<file path="src/rtl/tour_cmd_sched.sv">
// tour_cmd_sched: host-side command scheduler for the Knight robot.
// Buffers a tour of 16-bit commands in a circular FIFO and issues them one at
// a time to remoteComm, waiting for an acknowledge byte after each command.
//
// Ports:
//   clk, rst_n          clock, asynchronous active-low reset
//   wr_en, wr_cmd       enqueue a command
//   start, abort        begin/retry a run; flush and stop
//   cmd, send_cmd       command word and one-cycle issue strobe to remoteComm
//   cmd_sent            remoteComm finished transmitting
//   resp_rdy, resp      response byte from the robot
//   busy, done          run in progress; one-cycle pulse when all acked
//   err, err_code       sticky error (1 NAK, 2 timeout, 3 overflow)
//   level, full, empty  FIFO status
//   acked               commands acked since last start (saturating)
module tour_cmd_sched #(
    parameter int          DEPTH      = 8,
    parameter int          TMO_CYCLES = 8000000,
    parameter logic [7:0]  ACK        = 8'hA5
) (
    input  logic                     clk,
    input  logic                     rst_n,
    input  logic                     wr_en,
    input  logic [15:0]              wr_cmd,
    input  logic                     start,
    input  logic                     abort,
    output logic [15:0]              cmd,
    output logic                     send_cmd,
    input  logic                     cmd_sent,
    input  logic                     resp_rdy,
    input  logic [7:0]               resp,
    output logic                     busy,
    output logic                     done,
    output logic                     err,
    output logic [1:0]               err_code,
    output logic [$clog2(DEPTH):0]   level,
    output logic                     full,
    output logic                     empty,
    output logic [7:0]               acked
);

    localparam int AW = $clog2(DEPTH);
    localparam int TW = $clog2(TMO_CYCLES) + 1;

    localparam logic [AW:0]   LVL_ONE  = (AW+1)'(1);
    localparam logic [AW:0]   LVL_FULL = (AW+1)'(DEPTH);
    localparam logic [TW-1:0] TMO_LAST = TW'(TMO_CYCLES - 1);
    localparam logic [TW-1:0] TMO_ONE  = TW'(1);

    typedef enum logic [2:0] {
        IDLE, SEND, WAIT_SENT, WAIT_RESP, ERR
    } state_t;

    state_t state, state_nxt;

    logic [15:0]   mem [DEPTH];
    logic [AW:0]   wr_ptr, rd_ptr, wr_ptr_nxt, rd_ptr_nxt, level_nxt;
    logic [TW-1:0] tmo;
    logic [15:0]   head_nxt;

    logic push_ok, overflow, pop, ack_ok, nak, tmo_hit, go;

    // ------------------------------------------------------------------
    // Next-state and control decode
    // ------------------------------------------------------------------
    always_comb begin
        state_nxt = state;
        pop       = 1'b0;
        ack_ok    = 1'b0;
        nak       = 1'b0;
        tmo_hit   = 1'b0;
        go        = 1'b0;
        // A push into a full FIFO is dropped even if a pop happens this cycle.
        push_ok   = wr_en && !full && !abort;
        overflow  = wr_en &&  full && !abort;

        if (abort) begin
            state_nxt = IDLE;
        end else begin
            case (state)
                IDLE: begin
                    if (start && !empty) begin
                        state_nxt = SEND;
                        go        = 1'b1;
                    end
                end
                SEND: state_nxt = WAIT_SENT;
                WAIT_SENT, WAIT_RESP: begin
                    // A response beats both the timeout and cmd_sent.
                    if (resp_rdy) begin
                        if (resp == ACK) begin
                            pop    = 1'b1;
                            ack_ok = 1'b1;
                            // A push landing on the last pop keeps the run going.
                            state_nxt = (level == LVL_ONE && !push_ok) ? IDLE : SEND;
                        end else begin
                            nak       = 1'b1;
                            state_nxt = ERR;
                        end
                    end else if (tmo == TMO_LAST) begin
                        tmo_hit   = 1'b1;
                        state_nxt = ERR;
                    end else if (state == WAIT_SENT && cmd_sent) begin
                        state_nxt = WAIT_RESP;
                    end
                end
                ERR: begin
                    if (start) begin
                        state_nxt = SEND;
                        go        = 1'b1;
                    end
                end
                default: state_nxt = IDLE;
            endcase
        end
    end

    // ------------------------------------------------------------------
    // FIFO pointer / level arithmetic
    // ------------------------------------------------------------------
    always_comb begin
        wr_ptr_nxt = wr_ptr;
        rd_ptr_nxt = rd_ptr;
        level_nxt  = level;
        if (abort) begin
            wr_ptr_nxt = '0;
            rd_ptr_nxt = '0;
            level_nxt  = '0;
        end else begin
            if (push_ok) wr_ptr_nxt = wr_ptr + LVL_ONE;
            if (pop)     rd_ptr_nxt = rd_ptr + LVL_ONE;
            if (push_ok && !pop)      level_nxt = level + LVL_ONE;
            else if (!push_ok && pop) level_nxt = level - LVL_ONE;
        end
        // Head after this edge. If the pop empties the FIFO while a push lands
        // in the same cycle, the new head is still on wr_cmd, not in mem.
        if (push_ok && wr_ptr[AW-1:0] == rd_ptr_nxt[AW-1:0])
            head_nxt = wr_cmd;
        else
            head_nxt = mem[rd_ptr_nxt[AW-1:0]];
    end

    // ------------------------------------------------------------------
    // State register
    // ------------------------------------------------------------------
    always_ff @(posedge clk or negedge rst_n) begin
        if (!rst_n) state <= IDLE;
        else        state <= state_nxt;
    end

    // Storage array carries no reset; occupancy is tracked by the pointers.
    always_ff @(posedge clk) begin
        if (push_ok) mem[wr_ptr[AW-1:0]] <= wr_cmd;
    end

    // ------------------------------------------------------------------
    // Registered datapath and outputs
    // ------------------------------------------------------------------
    always_ff @(posedge clk or negedge rst_n) begin
        if (!rst_n) begin
            wr_ptr   <= '0;
            rd_ptr   <= '0;
            level    <= '0;
            full     <= 1'b0;
            empty    <= 1'b1;
            cmd      <= '0;
            send_cmd <= 1'b0;
            busy     <= 1'b0;
            done     <= 1'b0;
            err      <= 1'b0;
            err_code <= 2'd0;
            acked    <= '0;
            tmo      <= '0;
        end else begin
            wr_ptr   <= wr_ptr_nxt;
            rd_ptr   <= rd_ptr_nxt;
            level    <= level_nxt;
            full     <= (level_nxt == LVL_FULL);
            empty    <= (level_nxt == '0);

            // abort forces IDLE, so the strobe can never fire in an abort cycle.
            send_cmd <= (state_nxt == SEND);
            busy     <= (state_nxt == SEND) || (state_nxt == WAIT_SENT) ||
                        (state_nxt == WAIT_RESP);
            done     <= ack_ok && (state_nxt == IDLE);

            if (state_nxt == SEND) cmd <= head_nxt;

            // Counts cycles since the send strobe: 0 during SEND, so the
            // timeout decision is taken TMO_CYCLES-1 cycles after send_cmd.
            if (state_nxt == SEND)
                tmo <= '0;
            else if (state == SEND || state == WAIT_SENT || state == WAIT_RESP)
                tmo <= tmo + TMO_ONE;

            if (go && state == IDLE)
                acked <= '0;
            else if (ack_ok && acked != 8'hFF)
                acked <= acked + 8'd1;

            if (abort) begin
                err      <= 1'b0;
                err_code <= 2'd0;
            end else if (nak) begin
                err      <= 1'b1;
                err_code <= 2'd1;
            end else if (tmo_hit) begin
                err      <= 1'b1;
                err_code <= 2'd2;
            end else if (overflow) begin
                err      <= 1'b1;
                err_code <= 2'd3;
            end else if (go) begin
                err      <= 1'b0;
                err_code <= 2'd0;
            end
        end
    end

endmodule

</file>
<file path="config.mk">
export PLATFORM = sky130hd
export DESIGN_NAME = tour_cmd_sched
export DESIGN_NICKNAME = d
export VERILOG_FILES = /design/src/rtl/tour_cmd_sched.sv
export SDC_FILE = /design/constraint.sdc
export NUM_CORES = 1
export LEC_CHECK = 0
export BUFFER_PORTS_ARGS = -buffer_cell sky130_fd_sc_hd__buf_2
export CELL_PAD_IN_SITES_DETAIL_PLACEMENT = 0
export CELL_PAD_IN_SITES_GLOBAL_PLACEMENT = 1
export CORE_MARGIN = 2
export CORE_UTILIZATION = 40
export CTS_BUF_LIST = sky130_fd_sc_hd__clkbuf_8
export CTS_CLUSTER_DIAMETER = 30
export CTS_CLUSTER_SIZE = 10
export DETAILED_ROUTE_END_ITERATION = 7
export PLACE_DENSITY_LB_ADDON = 0.1
export SLEW_MARGIN = 20
export SYNTH_ARGS = -nofsm -noshare
export SYNTH_HDL_FRONTEND = slang
export SYNTH_SLANG_ARGS = --single-unit
</file>
<file path="constraint.sdc">
create_clock -name clk -period 3.43 [get_ports clk]
set_clock_uncertainty 0.1 [all_clocks]
set_input_delay 0.343 -clock clk [delete_from_list [all_inputs] [get_ports clk]]
set_output_delay 0.343 -clock clk [all_outputs]
set_load 0.1 [all_outputs]
</file>
======== After elaboration in Yosys (flattened, before gate mapping) ========
Memories as Yosys holds them, arrays and structs flattened. A register that Yosys moved wholly into a read port is not among the register bits.
Index checks and enable logic that the tools add are counted.
word-level totals
  word-level logic and storage cells ...... 112
  bits in registers ....................... 55
  output and inout port bits .............. 36
  memory bits (writable) .................. 128
  bits of input ports ..................... 31
  memories kept ........................... 1
operators by class
  multiplexer cells ....................... 48
  eq/ne operators ......................... 12
  add/subtract/negate cells ............... 6
  reduce and logical (&&, ||, !) cells .... 31
memories
  memory  depth  bits a word  rd ports  clocked after Yosys merged registers in  wr ports  line  source
  mem     8      16           1         1                                        1         56    logic [15:0] mem [DEPTH];
operators with widths
  kind                                                               count
  24-bit two-way mux                                                 2
  4-bit two-way mux                                                  7
  24-bit by 1-bit adder with 24-bit output, second input constant    1
  24-bit by 23-bit == test with 1-bit output, second input constant  1
  1-bit two-way mux                                                  23
  3-bit two-way mux                                                  7
  8-bit two-way mux                                                  2
  4-bit by 1-bit adder with 4-bit output, second input constant      3
  3-bit by 2-bit == test with 1-bit output, second input constant    4
  1-bit logical AND                                                  12
  3-bit case mux with 4 select lines                                 1
  2-bit two-way mux                                                  5
  8-bit by 1-bit adder with 8-bit output, second input constant      1
  8-bit == test, second input constant                               1
  8-bit != test, second input constant                               1
  2-bit nonzero test                                                 4
  3-bit by 1-bit == test with 1-bit output, second input constant    2
  1-bit zero test                                                    6
  3-bit zero test                                                    2
  5-bit nonzero test                                                 1
  4-bit by 1-bit == test with 1-bit output, second input constant    1
  4-bit == test, second input constant                               1
  4-bit zero test                                                    1
  1-bit logical OR                                                   4
  other kinds (4)                                                    4

======== Depth between registers and ports, before layout ========
Gate-level depths: netlist (run 1).
  depth after elaboration ................. 13
  depth in mapped cells ................... 11
  gate-level depth less buffers ........... 9

======== Least setup slack after synthesis (run 1) ========
OpenSTA, ideal clock, no wires.
  path kind ............................... register to register
  from .................................... register level[1]
  to ...................................... register cmd[10], read port of mem
  buffers on the path ..................... 2
  arrival time ............................ 2.942 ns
  period minus slack after synthesis ...... 3.137 ns
  cell stages (with the launch flop) ...... 12
  library setup time ...................... 0.095 ns
  slack ................................... 0.293 ns
  data required time ...................... 3.235 ns
  cell sequence ........................... dfrtp_1 inv_1 ha_1 or3b_2 o2111ai_1 and2_1 a211o_1 buf_6 nor4_4 buf_6 a22oi_2 o31ai_1
on the way
  cells in the longest elaborated chain, start to end .. 8
RTL lines
  what                                      line  source
  start: declaration                        36    output logic [$clog2(DEPTH):0] level,
  start signal: assignment                  177   level <= level_nxt;
  4-bit by 1-bit == test with 1-bit output  95    state_nxt = (level == LVL_ONE && !push_ok) ? IDLE : SEND;
  1-bit logical AND                         95
  1-bit two-way mux                         95
  3-bit two-way mux                         91    if (resp == ACK) begin
  3-bit two-way mux                         90    if (resp_rdy) begin
  3-bit case mux with 4 select lines        80    case (state)
  3-bit two-way mux                         77    if (abort) begin
  3-bit by 1-bit == test with 1-bit output  187   if (state_nxt == SEND) cmd <= head_nxt;
  end: declaration                          27    output logic [15:0] cmd,
Every way passes these cells.
A chain may end at the register's enable or synchronous reset.

======== Worst setup path in the final report (run 1) ========
  from .................................... register state[2]
  to ...................................... register cmd[12], read port of mem
on the way
  cells in the longest elaborated chain, start to end .. 8
  elaborated cells on any way between the ends .. 19
  those cells by class .................... eq/ne (5); mux (11); reduce/logical (3)
RTL lines
  what                                      line     source
  start: declaration                        54       state_t state, state_nxt;
  start signal: assignment                  148      else state <= state_nxt;
  3-bit by 2-bit == test with 1-bit output  80, 103
  1-bit logical AND                         103      end else if (state == WAIT_SENT && cmd_sent) begin
  3-bit two-way mux                         103
  3-bit two-way mux                         100      end else if (tmo == TMO_LAST) begin
  3-bit two-way mux                         90
  3-bit case mux with 4 select lines        80
  3-bit two-way mux                         77
  3-bit by 1-bit == test with 1-bit output  187
Several ways; a longest one is shown, not always the timed one. The select of a mux whose other input is x is not followed.

==> key figures, run 1 <==
Final layout
  • Share of layout cells above drive strength 1: 24.5%
  • Area growth syn-to-layout: 13.4%
  • Most common cell after layout, fill and taps aside: edfxtp_1
  • Fin cells: 1043
  • Fillcell total: 1985
  • Commonest non-fill, non-tap cells in the layout: edfxtp_1 (128), nand2_1 (96), dfrtp_1 (68)
  • Cell area after layout: around 9900 um2
  • Nets@finish: 788
  • N_diodes: 0

STA
  • Min Hold Slack: 0.0607 ns
  • RSZ-0062 raised after global routing: false
  • Worst rel slew slack: 33.8%
  • Endpoints failing setup: 0
  • Total Neg Setup Slack: 0 ns
  • Slew Limit Fails: 0
  • Worst-margin pin slew: 0.989 ns
  • Fin crit share: 83.0%
  • Min Tclk post-route: 2.85 ns
  • Fmax: 0.351 GHz
  • Final Hold Viols: 0

Yosys
  • Post-synth ARST share: 35.0%
  • Warnings from Yosys: 0
  • Most used DFF post-synth: edfxtp_1
  • Yosys reg bits: 197
  • Mapped Area: approximately 8700 um2
  • Sequential fraction of the synthesis area: 63.8%
  • Post-synth EDFFs: 128
  • Mean Syn Cell Area: 13.1 um2
  • Post-synth net total: around 700
  • Yosys cell types: 67
  • Post-Syn Instances: between 600 and 700

Die
  • Starting density of the core: between 40% and 50%
  • Die Wd: 152 um
  • Core ar.: 21600 um2
  • I/O pins: 67
  • Die height: between 150 and 200 um
  • Row count: between 50 and 60
  • Die ar.: 23000 um2

CTS
  • CTS Sinks: 197
  • Worst-path clk slew: 0.11 ns
  • Post-CTS Setup Inserts: 0
  • Post_cts resized: 0
  • H-tree Lvls: 4
  • Cts bufs inserted: 17
  • Clock Latency Late Sink: 0.47 ns
  • Hold_buf cts: 1
  • CTS tree: yes
  • Clk Tree Root Cell: clkbuf_8
  • Clock Path Buffers: 2

Critical path
  • Crit path capture type: register
  • Crit-path max FO: 17
  • Crit Path Category: register to register
  • Startpoint types: register
  • Critical Path RT: ~3.7 ns
  • Worst EP arrival: 3.13 ns

Global route
  • Vias in the first global route: 5570
  • Global route total overflow: 0
  • Number of antenna violations at the first check in global routing: 0
  • Largest net degree at the start of global routing: 70
  • First-pass GRT wire length: around 32000 um
  • Gr usage total: 18.8%

Power
  • Worst IR Drop VDD: approximately 0.00037 V
  • Reg power frac: 52.2%
  • Internal power: roughly 0.0034 W
  • Static Leak: between 3 and 4 nW
  • Combinational share of power: 20.8%
  • PD cells: 539 nW/um2
  • Clock share of power: a little over a quarter
  • P_sw: 0.00190 W
  • Switching Share: 35.5%

Place
  • Post-placement cell area: 9510 um2
  • Inst Count DP: 1010
  • Port Buffers: 66
  • Detailed Place HPWL: 12800 um
  • Final Wtd Congestion: 0.756

Routing
  • Routed wire length: 20400 um
  • Vias: 5667
  • Wirelength per Cell: between 15 and 20 um
  • DRC viols: 0
  • Routed Antenna Nets: 0
  • Vias/cell: around 5.4
  • Initial DRC count: between 200 and 250
  • Drt first pass iters: 5

Flow run
  • Max_cap viols: 0

Hold path
  • Min-delay worst type: input port to register

Status
  • Status: completed
-- per-stage QoR --
stage | utilization [%] | setup WS [ns] | total power, W
floorplan | - | 0.293 | 0.00371
CTS | 45.8 | 0.542 | 0.00540
global placement | 44.0 | 0.675 | 0.00394
global route | 45.8 | 0.303 | 0.00557
finish | 45.8 | 0.584 | 0.00534
detailed placement | 44.0 | 0.552 | 0.00396
-- critical path, cell delays in order (launching register included) --
cell and delay, ns:
dfrtp_1 0.49, nand3b_4 0.20, nor3_4 0.06, buf_4 0.18, xnor2_2 0.76, buf_4 0.38, nand2_1 0.08, a32oi_1 0.20
o211ai_1 0.11, o21ai_0 0.20
-- layer usage --
layer,vias to the layer above,global-route usage (%),share of wire [%]
met4,0,5.23,1.6
li1,2641,-,-
met1,2891,25.3,46
met3,22,4.22,4.2
met5,-,0,0
met2,113,30.7,48
-- power by group through the flow --
stage | Combinational, W | Clock, W | Sequential, W
after floorplan | 0.000270 | 0 | 0.00343
after global placement | 0.00111 | 0 | 0.00284
after detailed placement | 0.00112 | 0 | 0.00284
after CTS | 0.00112 | 0.00148 | 0.00279
after global routing | 0.00117 | 0.00158 | 0.00281
final | 0.00111 | 0.00144 | 0.00279
-- sequential cells by signal, summed over array words and instances (netlist names) --
| name | cells |
|---|---|
| empty | 1 |
| tmo | 24 |
| busy | 1 |
| done | 1 |
| full | 1 |
| err_code | 2 |
| send_cmd | 1 |
| rd_ptr | 3 |
| err | 1 |
| level | 4 |
| wr_ptr | 3 |
| mem | 128 |
| cmd | 16 |
| acked | 8 |
| state | 3 |
-- cell usage after synthesis, types with 4 or more instances --
cell	instances	area share, %
nand3_1	18	1.0
o21ai_0	11	0.63
a21oi_1	16	0.92
nor2_1	52	2.2
a211o_1	4	0.40
mux2_2	7	0.90
nand2_1	96	4.1
o21ai_2	9	0.90
o211ai_1	7	0.60
mux2_4	8	1.4
nand4_1	12	0.86
nand4b_1	16	1.6
or3_1	9	0.65
xor2_1	21	2.1
nor3_1	10	0.57
buf_6	5	0.65
nand2b_1	7	0.50
edfxtp_1	128	44
dfrtp_1	68	19
ha_1	7	1.0
mux2i_1	19	2.2
o211ai_2	8	1.1
buf_2	9	0.52
a22oi_2	10	1.4
a22oi_1	6	0.52
a32oi_1	15	1.5
xnor2_1	17	1.7
clkbuf_1	12	0.52
-- kinds of logic (layout without fill, tap and decap cells) --
kind of cell    Yosys count  count (layout)  share of synthesized area, %
compound gates           99              99                          9.20
xor+xnor                 39              39                          4.00
fa+ha+maj                 7               7                          1.00
buf+inv                  33             131                          1.99
flops                   197             197                          63.8
mux                      35              35                          4.72
simple gates            255             255                          15.3
-- cell type report --
cell class,count,area (um2),area share [%]
flip-flops and latches,197,5570,56.3
multi-input cells,435,3020,30.5
repair buffers,95,566,5.71
well taps,280,350,3.54
clock buffers,17,234,2.36
clock inverters,15,141,1.43
inverters,4,15.0,0.152
-- path summary, 6_finish.rpt --
path                                  from         end  slack (ns)  depth (start not counted)
worst min-delay path            wr_cmd[13]  mem[4][13]        0.06                          1
worst max-delay path              state[2]     cmd[12]        0.58                          9
worst max register to register    state[2]     cmd[12]        0.58                          9
max in group asynchronous            rst_n     tmo[22]        2.13                          2
min in group asynchronous            rst_n    acked[3]        0.45                          2
worst min register to register      cmd[5]      cmd[5]        0.42                          2
Power figures use the tool's default switching activity.
==> run 2, diff against run 1 <==
--- a/config.mk
+++ b/config.mk
@@ -5,6 +5,7 @@
 export SDC_FILE = /design/constraint.sdc
 export NUM_CORES = 1
 export LEC_CHECK = 0
+export ABC_AREA = 1
 export BUFFER_PORTS_ARGS = -buffer_cell sky130_fd_sc_hd__buf_2
 export CELL_PAD_IN_SITES_DETAIL_PLACEMENT = 0
 export CELL_PAD_IN_SITES_GLOBAL_PLACEMENT = 1
==> constraint.sdc (replaced) <==
create_clock -name clk -period 2.6 [get_ports clk]
set_clock_uncertainty 0.1 [all_clocks]
set_input_delay 0.26 -clock clk [delete_from_list [all_inputs] [get_ports clk]]
set_output_delay 0.26 -clock clk [all_outputs]
set_load 0.1 [all_outputs]
==> key figures, run 2 <==
Status
  • Status: completed

CTS
  • H-tree Lvls: 4 (unchanged)
  • Clock Latency Late Sink: 0.47 ns (about the same)
  • CTS tree: yes
  • CTS Sinks: 197 (unchanged)
  • Clock Path Buffers: 2 (unchanged)
  • Post-CTS Setup Inserts: 0 (unchanged)
  • Worst-path clk slew: 0.12 ns (about the same)
  • Clk Tree Root Cell: clkbuf_8
  • Cts bufs inserted: 17 (unchanged)

Routing
  • Vias/cell: 4.83 (-11%)
  • Vias: 7453 (+32%)
  • Initial DRC count: 588 (+150%)
  • Wirelength per Cell: 16.8 um (-14%)
  • DRC viols: 0 (unchanged)
  • Routed wire length: 25800 um (+27%)
  • Drt first pass iters: 5 (unchanged)
  • Routed Antenna Nets: 0 (unchanged)

Die
  • Die ar.: 26100 um2 (+13%)
  • Die Wd: 162 um (+6.5%)
  • Starting density of the core: 40.8% (+0.44 points)
  • Die height: 162 um (+6.5%)
  • Row count: 57 (+5.6%)
  • I/O pins: 67 (unchanged)
  • Core ar.: 24300 um2 (+12%)

Final layout
  • Most common cell after layout, fill and taps aside: inv_1
  • Max reg flops: 128 (unchanged)
  • Nets@finish: 1243 (+58%)
  • Fin util: 47.0% (+1.3 points)
  • Share of layout cells above drive strength 1: 15.2% (-9.3 points)
  • Fillcell total: 2306 (+16%)
  • Area growth syn-to-layout: 15.3%
  • N_diodes: 0 (unchanged)
  • Commonest non-fill, non-tap cells in the layout: inv_1 (239), nand3_1 (211), nand2_1 (193)

Hold path
  • Hold Startpoint: wr_cmd[14]
  • Endpoint, Worst Hold: mem[4][14]
  • Min-delay worst type: input port to register
  • Worst hold stages: 1 (unchanged)

Global route
  • Gr usage total: 20.8% (+2.1 points)
  • Number of antenna violations at the first check in global routing: 0 (unchanged)
  • First-pass GRT wire length: 41800 um (+31%)
  • Global route total overflow: 0 (unchanged)
  • Largest net degree at the start of global routing: 59 (-16%)
  • Vias in the first global route: 7443 (+34%)

Yosys
  • Yosys cell types: 37 (-45%)
  • Synth Area in Simple Gates: 27.0% (+12 points)
  • Post-synth net total: 1146 (+63%)
  • Yosys reg bits: 197 (unchanged)
  • Sequential fraction of the synthesis area: 56.1% (-7.7 points)
  • Leading post-synthesis cells by cell area: edfxtp_1 (39%), dfrtp_1 (17%), nand3_1 (11%)
  • Mapped Area: 9930 um2 (+14%)
  • Warnings from Yosys: 0 (unchanged)
  • Top cell type's share of synthesized area: 38.7% (-5.3 points)
  • Most used DFF post-synth: edfxtp_1
  • Post-Syn Instances: 1108 (+67%)
  • Mux share of post-synthesis cell area: 0% (-4.7 points)
  • Compound-Gate Fraction of Synth Area: 3.53% (-5.7 points)
  • Post-synth EDFFs: 128 (unchanged)
  • Most frequent cell after synthesis: inv_1
  • Post-synthesis adder-cell area fraction: 0.882% (-0.12 points)
  • Post-synth ARST share: 35.0% (unchanged)
  • Area leader, netlist: edfxtp_1
  • Xor and xnor area share after synthesis: 1.06% (-2.9 points)
  • Commonest cells in the netlist: inv_1 (239), nand3_1 (211), nand2_1 (193)
  • Mean Syn Cell Area: 8.96 um2 (-32%)
  • Largest family of logic cells by synthesized area: simple AND/OR/NAND/NOR gates

STA
  • Final Hold Viols: 0 (unchanged)
  • Worst-margin pin slew: 0.568 ns (-0.421 ns)
  • Endpoints failing setup: 0 (unchanged)
  • Total Neg Setup Slack: 0 ns (unchanged)
  • Fmax: 0.425 GHz (+21%)
  • Worst rel slew slack: 62.1% (+28 points)
  • Slew Limit Fails: 0 (unchanged)
  • Fin crit share: 90.5% (+7.6 points)
  • Min Tclk post-route: 2.35 ns (-0.492 ns)
  • RSZ-0062 raised after global routing: false

Place
  • Final Wtd Congestion: 0.805 (+6.5%)
  • Port Buffers: 66 (unchanged)
  • Detailed Place HPWL: 17200 um (+34%)

Power
  • Worst IR Drop VDD: 0.000371 V (+0.77%)
  • PD cells: 661 nW/um2 (+23%)
  • Static Leak: 5.37 nW (+43%)
  • Overall power: 0.00756 W (+42%)

Critical path
  • Reg2reg end: cmd[1]
  • Startpoint types: register
  • Crit Path Category: register to register
  • Worst EP arrival: 2.64 ns (-0.49 ns)
  • FF-to-FF setup slack: 0.25 ns (-0.34 ns)
  • Critical Path RT: 2.89 ns (-0.83 ns)
  • Reg2Reg Depth: 12 (+3)
  • Crit-path max FO: 26 (+9)
  • Crit path capture type: register
  • RR Startpoint: state[2]

Flow run
  • Max_cap viols: 0 (unchanged)
==> run 2: critical path, stage by stage, from the launching register on <==
cell and delay, ns:
dfrtp_1 0.41, inv_2 0.14, nand3_4 0.12, nor2_8 0.18
nand2_4 0.11, nand3_2 0.17, nand2_2 0.25, buf_12 0.25
nand2_1 0.06, nand3_1 0.08, nand3_1 0.10, nand3_1 0.10
a21oi_1 0.19
==> run 2: power breakdown <==
| group | switching, W | internal, W |
|---|---|---|
| sequential | 0.000150 | 0.00353 |
| combinational | 0.00147 | 0.000343 |
| clock | 0.00131 | 0.000757 |
==> run 2: area by class of cell <==
cell class	instances	area, um2	area share [%]
Clock buffer	17	234	2.05
Clock inverter	15	196	1.72
Inverter	241	905	7.91
Multi-Input combinational cell	628	3230	28.3
Sequential cell	197	5570	48.7
Tap cell	324	405	3.54
Timing Repair Buffer	120	893	7.81
==> run 2: layer usage <==
layer  GRT usage (%)  wire [um]
met1            28.8      12200
met2            34.8      12100
met3            2.59       1090
met4            5.52        435
met5               0          0
==> run 2: worst max path at each step <==
stage | slack, ns | startpoint | cells past startpoint | endpoint
CTS | 0.22 | state[2] | 12 | cmd[1]
global route | 0.03 | state[2] | 12 | cmd[14]
global placement | 0.24 | abort | 12 | cmd[14]
detailed placement | 0.24 | abort | 12 | cmd[13]
finish | 0.25 | state[2] | 12 | cmd[1]
floorplan | 0.05 | full | 5 | mem[0][0]
==> run 2: timing repair <==
item                      in CTS  in global routing
hold buffers                  12                  0
gates resized for setup        0                  0
hold endpoints to repair     142                  0
==> run 2: kinds of logic after synthesis <==
| kind of cell | Yosys count |
|---|---|
| buffers and inverters | 283 |
| XOR/XNOR | 12 |
| AND/OR/NAND/NOR | 550 |
| AO/OA/AOI/OAI | 59 |
| flip-flops | 197 |
| adder cells (fa/ha/maj) | 7 |
==> run 2: metrics by stage <==
stage               hold slack (ns)  area (um2)  setup slack [ns]  std cells
global route                0.00416       11400            0.0304       1542
global placement             0.0198       10900             0.236       1498
finish                       0.0222       11400             0.246       1542
CTS                         0.00235       11400             0.217       1542
detailed placement           0.0199       10900             0.236       1498
floorplan                    -0.136        9930            0.0500       1108
==> run 3, diff against run 2 <==
==> constraint.sdc (replaced) <==
create_clock -name clk -period 1.95 [get_ports clk]
set_clock_uncertainty 0.1 [all_clocks]
set_input_delay 0.195 -clock clk [delete_from_list [all_inputs] [get_ports clk]]
set_output_delay 0.195 -clock clk [all_outputs]
set_load 0.1 [all_outputs]
==> key figures, run 3 (same netlist as run 2, synthesis figures left out) <==
Die
  • Starting density of the core: 40.8% (unchanged)
  • Core ar.: 24300 um2 (unchanged)
  • I/O pins: 67 (unchanged)
  • Die height: 162 um (unchanged)
  • Row count: 57 (unchanged)
  • Die Wd: 162 um (unchanged)
  • Die ar.: 26100 um2 (unchanged)

CTS
  • H-tree Lvls: 4 (unchanged)
  • Cts bufs inserted: 17 (unchanged)
  • Clock Latency Late Sink: 0.48 ns (about the same)
  • CTS Sinks: 197 (unchanged)
  • CTS tree: yes
  • Clock Path Buffers: 2 (unchanged)
  • Worst-path clk slew: 0.12 ns (about the same)
  • Clk Tree Root Cell: clkbuf_8

Final layout
  • Cell area after layout: 13000 um2 (+14%)
  • Seq. cell area: 5590 um2 (+0.40%)
  • Multi-input logic area: 3760 um2 (+16%)
  • N_diodes: 0 (unchanged)
  • Area growth syn-to-layout: 31.3%
  • Max reg flops: 128 (unchanged)
  • Share of layout cells above drive strength 1: 27.9% (+13 points)
  • Nets@finish: 1339 (+7.7%)
  • Most common cell after layout, fill and taps aside: inv_1
  • Commonest non-fill, non-tap cells in the layout: inv_1 (230), nand2_1 (181), nand3_1 (181)
  • Fillcell total: 2269 (-1.6%)

STA
  • RSZ-0062 raised after global routing: true
  • Worst rel slew slack: 64.6% (+2.5 points)
  • Min Tclk post-route: 2.01 ns (-0.343 ns)
  • Worst-margin pin slew: 0.534 ns (-0.0338 ns)
  • Fmax: 0.497 GHz (+17%)
  • Endpoints failing setup: 16 (+16)
  • Fin crit share: 103% (+13 points)
  • Slew Limit Fails: 0 (unchanged)
  • Final setup margin: -0.0613 ns (-0.307 ns)
  • Final Hold Viols: 0 (unchanged)

Place
  • Port Buffers: 66 (unchanged)
  • Detailed Place HPWL: 17700 um (+2.5%)
  • Final Wtd Congestion: 0.829 (+3.1%)
  • Post-placement cell area: 11600 um2 (+6.4%)

Routing
  • Wirelength per Cell: 16.7 um (-0.48%)
  • Vias/cell: 4.85 (+0.29%)
  • Initial DRC count: 577 (-1.9%)
  • DRC viols: 0 (unchanged)
  • Routed Antenna Nets: 0 (unchanged)
  • Drt first pass iters: 5 (unchanged)
  • Routed wire length: 27300 um (+5.7%)
  • Vias: 7940 (+6.5%)

Flow run
  • Max_cap viols: 0 (unchanged)

Global route
  • Vias in the first global route: 7843 (+5.4%)
  • Number of antenna violations at the first check in global routing: 0 (unchanged)
  • First-pass GRT wire length: 43400 um (+3.9%)
  • Largest net degree at the start of global routing: 44 (-25%)
  • Global route total overflow: 0 (unchanged)
  • Gr usage total: 21.7% (+0.90 points)

Critical path
  • Crit-path max FO: 8 (-69%)
  • Crit path capture type: register
  • Worst EP arrival: 2.32 ns (-0.32 ns)
  • Critical Path RT: 2.26 ns (-0.63 ns)
  • Reg2Reg Depth: 13 (+1)
  • Startpoint types: register
  • Crit Path Category: register to register
  • FF-to-FF setup slack: -0.06 ns (-0.31 ns)

Power
  • Overall power: 0.0105 W (+39%)
  • Worst IR Drop VDD: 0.000474 V (+28%)
  • Static Leak: 6.06 nW (+13%)
  • PD cells: 805 nW/um2 (+22%)

Status
  • Violated checks: setup timing
  • Status: finished with violations

Hold path
  • Min-delay worst type: input port to async pin
## run 3: through the flow
step / util [%] / std cells / setup TNS, ns / hold WS (ns) / setup slack [ns]
global route: 53.6 / 1638 / -5.74 / 0.0574 / -0.174
global placement: 47.6 / 1565 / -0.802 / 0.0468 / -0.102
floorplan: - / 1108 / 0 / -0.201 / 0.00225
CTS: 51.2 / 1628 / -0.763 / 0.00854 / -0.0691
detailed placement: 47.6 / 1565 / -1.26 / 0.0502 / -0.110
finish: 53.6 / 1638 / -0.554 / 0.0529 / -0.0613
## run 3: worst paths after layout
kind / from / endpoint
max: state[2] / cmd[2]
min: rst_n / acked[5]
max reg2reg: state[2] / cmd[2]
min reg2reg: err_code[0] / err_code[0]
max in group asynchronous: rst_n / empty
min in group clk: abort / state[0]
## run 3: per-layer routing
layer | GRT usage (%) | vias to the layer above | wire length [um]
li1 | - | 4001 | -
met3 | 2.80 | 36 | 850
met1 | 28.5 | 3755 | 12100
met4 | 7.83 | 0 | 722
met5 | 0 | - | 0
met2 | 37.1 | 148 | 13600
## run 3: power by group
part	switching (W)	total, W	internal, W
sequential	0.000170	0.00488	0.00471
clock	0.00177	0.00277	0.00101
combinational	0.00214	0.00283	0.000695
## run 3: worst max-delay path, stage by stage, from the launching register on
cell and delay (ns):
dfrtp_1 0.40, inv_2 0.08, nand3_4 0.10, nor2_8 0.16
nand2_4 0.11, nand2_4 0.11, nand4_1 0.10, nand2_2 0.11
nor2_4 0.05, buf_12 0.13, buf_12 0.14, nand2_8 0.13
nand3_2 0.10, a21oi_2 0.13
## run 3: layout make-up
cell class                 instances  area share [%]
clock buffer                      17            1.79
clock inverter                    15            1.42
inverter                         241            7.00
multi-input combinational        629            28.8
sequential                       197            42.9
tap                              324            3.11
timing repair buffer             215            14.9
## run 3: what timing repair did
action / in CTS / in global routing
endpoints found under the hold margin: 199 / 0
endpoints found under the setup margin: 43 / 49
gates cloned: 2 / 4
buffers inserted: 9 / 6
hold buffers: 20 / 0
pin swaps: 5 / 45
gates resized for setup: 29 / 98
